--- config.mk ---
export PLATFORM = sky130hd
export DESIGN_NAME = piso_serializer
export DESIGN_NICKNAME = d
export VERILOG_FILES = /design/src/rtl/piso_serializer.sv
export SDC_FILE = /design/constraint.sdc
export NUM_CORES = 1
export LEC_CHECK = 0
export BUFFER_PORTS_ARGS = -buffer_cell sky130_fd_sc_hd__buf_2
export CAP_MARGIN = 20
export CORE_ASPECT_RATIO = 0.75
export CORE_UTILIZATION = 51
export CTS_BUF_LIST = sky130_fd_sc_hd__clkbuf_2 sky130_fd_sc_hd__clkbuf_4 sky130_fd_sc_hd__clkbuf_8
export CTS_CLUSTER_DIAMETER = 120
export DETAILED_ROUTE_END_ITERATION = 6
export GPL_TIMING_DRIVEN = 0
export PLACE_DENSITY = 0.87
export SYNTH_ARGS = -nofsm -noshare
export SYNTH_HDL_FRONTEND = slang
export SYNTH_SLANG_ARGS = --single-unit
--- constraint.sdc ---
create_clock -name clk -period 1.3 [get_ports clk]
set_input_delay 0 -clock clk [delete_from_list [all_inputs] [get_ports clk]]
set_output_delay 0 -clock clk [all_outputs]
set_load 0.05 [all_outputs]
--- src/rtl/piso_serializer.sv ---
// Parallel-in/serial-out serializer with a one-word holding buffer and per-word bit order.
// Latency: a word accepted into an empty buffer while idle drives its first bit one cycle after acceptance.
// Backpressure: data_ready = !buf_full; back-to-back words stream with no idle bit between them.
module piso_serializer #(
    parameter int   WORD_LENGTH  = 8,
    parameter int   CLKS_PER_BIT = 1,
    parameter logic IDLE_LEVEL   = 1'b0
) (
    input  logic                   clk,
    input  logic                   rst,
    input  logic [WORD_LENGTH-1:0] data_in,
    input  logic                   lsb_first,
    input  logic                   data_valid,
    output logic                   data_ready,
    output logic                   serial_out,
    output logic                   bit_strobe,
    output logic                   busy,
    output logic                   word_done
);

    localparam int BW = $clog2(WORD_LENGTH);
    localparam int DW = (CLKS_PER_BIT > 1) ? $clog2(CLKS_PER_BIT) : 1;
    localparam logic [BW-1:0] BIT_LAST = BW'(WORD_LENGTH - 1);
    localparam logic [DW-1:0] DIV_LAST = DW'(CLKS_PER_BIT - 1);

    typedef enum logic {
        IDLE  = 1'b0,
        SHIFT = 1'b1
    } state_t;

    state_t                 state_q,    state_d;
    logic                   buf_full_q, buf_full_d;
    logic [WORD_LENGTH-1:0] buf_dat_q,  buf_dat_d;
    logic                   buf_lsb_q,  buf_lsb_d;
    logic [WORD_LENGTH-1:0] sr_q,       sr_d;
    logic                   lsb_q,      lsb_d;
    logic [BW-1:0]          bit_cnt_q,  bit_cnt_d;
    logic [DW-1:0]          div_cnt_q,  div_cnt_d;

    logic in_shift;
    logic div_wrap;
    logic last_cycle;

    assign in_shift   = (state_q == SHIFT);
    assign div_wrap   = (div_cnt_q == DIV_LAST);
    assign last_cycle = in_shift && div_wrap && (bit_cnt_q == BIT_LAST);

    // Output decodes, all from registered state only (no input-to-output paths).
    always_comb begin
        data_ready = !buf_full_q;
        busy       = in_shift || buf_full_q;
        bit_strobe = in_shift && (div_cnt_q == '0);
        word_done  = last_cycle;
        serial_out = IDLE_LEVEL;
        if (in_shift) begin
            serial_out = lsb_q ? sr_q[0] : sr_q[WORD_LENGTH-1];
        end
    end

    // Next state: buffer drain into the shift register, bit timing, and input capture.
    always_comb begin
        state_d    = state_q;
        buf_full_d = buf_full_q;
        buf_dat_d  = buf_dat_q;
        buf_lsb_d  = buf_lsb_q;
        sr_d       = sr_q;
        lsb_d      = lsb_q;
        bit_cnt_d  = bit_cnt_q;
        div_cnt_d  = div_cnt_q;

        if ((!in_shift && buf_full_q) || (last_cycle && buf_full_q)) begin
            // Start a fresh word; mode is latched here so it never changes mid-word.
            state_d    = SHIFT;
            sr_d       = buf_dat_q;
            lsb_d      = buf_lsb_q;
            buf_full_d = 1'b0;
            bit_cnt_d  = '0;
            div_cnt_d  = '0;
        end else if (last_cycle) begin
            state_d   = IDLE;
            sr_d      = '0;
            bit_cnt_d = '0;
            div_cnt_d = '0;
        end else if (in_shift) begin
            if (div_wrap) begin
                div_cnt_d = '0;
                bit_cnt_d = bit_cnt_q + 1'b1;
                sr_d      = lsb_q ? (sr_q >> 1) : (sr_q << 1);
            end else begin
                div_cnt_d = div_cnt_q + 1'b1;
            end
        end

        // Accept only into an empty buffer, so it can never coincide with a drain.
        if (data_valid && !buf_full_q) begin
            buf_full_d = 1'b1;
            buf_dat_d  = data_in;
            buf_lsb_d  = lsb_first;
        end
    end

    // State registers; reset aborts any word in flight and empties the buffer.
    always_ff @(posedge clk or negedge rst) begin
        if (!rst) begin
            state_q    <= IDLE;
            buf_full_q <= 1'b0;
            buf_dat_q  <= '0;
            buf_lsb_q  <= 1'b0;
            sr_q       <= '0;
            lsb_q      <= 1'b0;
            bit_cnt_q  <= '0;
            div_cnt_q  <= '0;
        end else begin
            state_q    <= state_d;
            buf_full_q <= buf_full_d;
            buf_dat_q  <= buf_dat_d;
            buf_lsb_q  <= buf_lsb_d;
            sr_q       <= sr_d;
            lsb_q      <= lsb_d;
            bit_cnt_q  <= bit_cnt_d;
            div_cnt_q  <= div_cnt_d;
        end
    end

endmodule

==> run summary <==
CTS clock-pin slew for the worst setup and hold paths: 130 ps
failing checks: DRC, setup timing
top-level I/O count: 17
die height: 43.1 µm
fillcell total: 144
Syn Nets: 108
drt wl/cell: 15.9 µm
Avg Cell Area, Syn: 12.2 µm²
crit start category: flip-flop
Slew headroom: 67.0%
Crit Path Max Fanout: 5
share of post-route cells with drive strength above 1: 43.6%
area grow syn2layout: 34.6%
CTS Buf Count: 3
fmax: 704 MHz
WS Path Type: reg -> out
CTS Sinks: 23
Arrival @ worst endpoint: 1420 ps
worst skew pair latency: 310 ps
initial antenna violation count: 0
Post-Route Utilization: 74.9%
CP endpoint kind: output port
Antenna Cells: 0
vias in the first global route: 800
IO Port Bufs: 16
Post-DP HPWL: 1560 µm
overall power: 0.00354 W
GR Overflow Total: 0
Initial Util: 55.7%
die area: 2450 µm²
nets@finish: 148
vias per cell: 5.59
RSZ-0062 raised after global routing: true
CTS max path bufs: 2
GRT Resource Usage Total: 21.2%
CTS tree: done
Hold Crit Class: in -> async
Final WS setup: -121 ps
critical path required time: 1300 ps
PwrDens: 2290 nW/µm²
post-synthesis cell count: 94
Cell Area, Synth: 1150 µm²
Cell Rows: 14
maxcap violations: 0
Hold Fails Final Rpt: 0
remaining antenna violation count after routing: 0
Residual DRC: 2
VDD IR max: 0.991 mV
Final Critical Period: 1420 ps
detailed router's first-iteration violation count: 34
dpl cells: 134
Clock Tree Root: clkbuf_4
Final setup viols: 12
post-synthesis register bit count: 23
pin count of the biggest net entering global routing: 24
share of the synthesized area in the top cell type: 50.0%
detailed-route via count: 877
H-tree levels: 1
die width: 56.9 µm
cell taking the most area after synthesis: dfrtp_1
Worst Tran Pin Value: 496 ps
RePlAce Congestion: 0.795
Cell Count, Final, Fillers Out: 157
post-synth cell types: 20
warning count from the yosys run: 0
drt pass-1 iters: 6
worst slack, placed: -208 ps
synth top area cells: dfrtp_1 50%, mux2i_1 13%, mux2_4 12%
Tcrit/Tclk final: 109%
Seq/Total Area, Yosys: 50.0%
run status: complete, but fails checks
core area: 2070 µm²
Max Slew Vio Count: 0
Detailed Route WL: 2500 µm
first-pass GRT wire length: 3830 µm
Setup Skew: 7.72 ps
Leak: 0.738 nW
-- power by group --
part / leakage [nW] / internal (W) / switching, W
logic: 0.441 / 0.00104 / 0.000855
clock network: 0.0177 / 0.000115 / 0.000217
registers: 0.279 / 0.00104 / 0.000283
-- metal layers --
layer	vias up	global-route usage, %	routed length [µm]
met3	2	6.71	93
met4	0	4.39	12
met2	26	34.8	1210
met5	-	0	0
li1	417	-	-
met1	432	27.9	1180
-- cell usage after synthesis, drive strengths merged --
master  instances
nor2b           3
a21o            1
nand2b          1
o21ai           6
inv             3
nand3           1
mux2i          15
ha              2
mux2            9
dfrtp          23
clkbuf          2
nand2          13
nor2            1
and2            2
buf             4
a32oi           2
o221ai          6
-- state kept, by name (all words and copies together), names as in the netlist --
signal      cells
bit_cnt_q       3
buf_dat_q       8
buf_full_q      1
buf_lsb_q       1
in_shift        1
lsb_q           1
sr_q            8
-- stage by stage --
stage               hold slack, ps  setup TNS, ps  instance area, µm²
global placement             -5.59          -1110                1290
detailed placement           0.482          -1680                1290
CTS                            181           -750                1470
finish                         162           -548                1550
global route                   187          -1180                1550
floorplan                     -296          -32.2                1180
-- timing repair --
| item | CTS | global route |
|---|---|---|
| hold buffers | 10 | 0 |
| hold endpoints to repair | 32 | 0 |
| resized for setup | 17 | 7 |
| pin swaps | 3 | 2 |
| setup buffers | 2 | 9 |
| endpoints found under the setup margin | 16 | 16 |
-- cell usage in the layout, fill, tap and decap left out, drive strengths merged, types with 4 or more instances in the layout --
cell type,synthesis,layout
o221ai,6,6
mux2,9,9
dlygate4sd3,0,10
clkbuf,2,4
nand2,13,13
dfrtp,23,23
o21ai,6,6
mux2i,15,15
buf,4,30
-- final cells by class --
class                   count  area, µm²  area share [%]
flip-flops and latches     23        578            37.3
multi-input cells          62        569            36.8
repair buffers             37        288            18.6
plain buffers               4       45.0            2.91
well taps                  24       30.0            1.94
clock buffers               3       22.5            1.45
inverters                   3       11.3           0.727
clock inverters             1       5.00           0.323
-- cells by family (layout without fill, tap and decap cells) --
kind of cell	count (synthesis)	count (layout)	share of synthesized area [%]
flip-flops	23	23	50.0
AND/OR/NAND/NOR	21	21	8.59
multiplexers	24	24	24.8
adder cells (fa/ha/maj)	2	2	2.17
AO/OA/AOI/OAI	15	15	9.46
buffers and inverters	9	48	5.00
-- critical path: stages, from the launching register on --
cell	delay, ps
dfrtp_1	420
ha_2	210
ha_4	180
and2_4	160
buf_8	140
-- path summary, 6_finish.rpt --
kind	start	to	slack, ps	cells past startpoint
min reg2reg	buf_dat_q[4]$_DFFE_PN0P_	sr_q[4]$_DFFE_PN0P_	540	2
max reg2reg	bit_cnt_q[0]$_DFFE_PN0P_	sr_q[2]$_DFFE_PN0P_	-50	4
max	bit_cnt_q[0]$_DFFE_PN0P_	word_done	-120	4
min in group clk	data_valid	buf_full_q$_DFFE_PN0P_	210	4
min	rst	bit_cnt_q[2]$_DFFE_PN0P_	160	2
max in group asynchronous	rst	buf_full_q$_DFFE_PN0P_	770	2
Note: power is estimated with default switching activity, not from simulation.
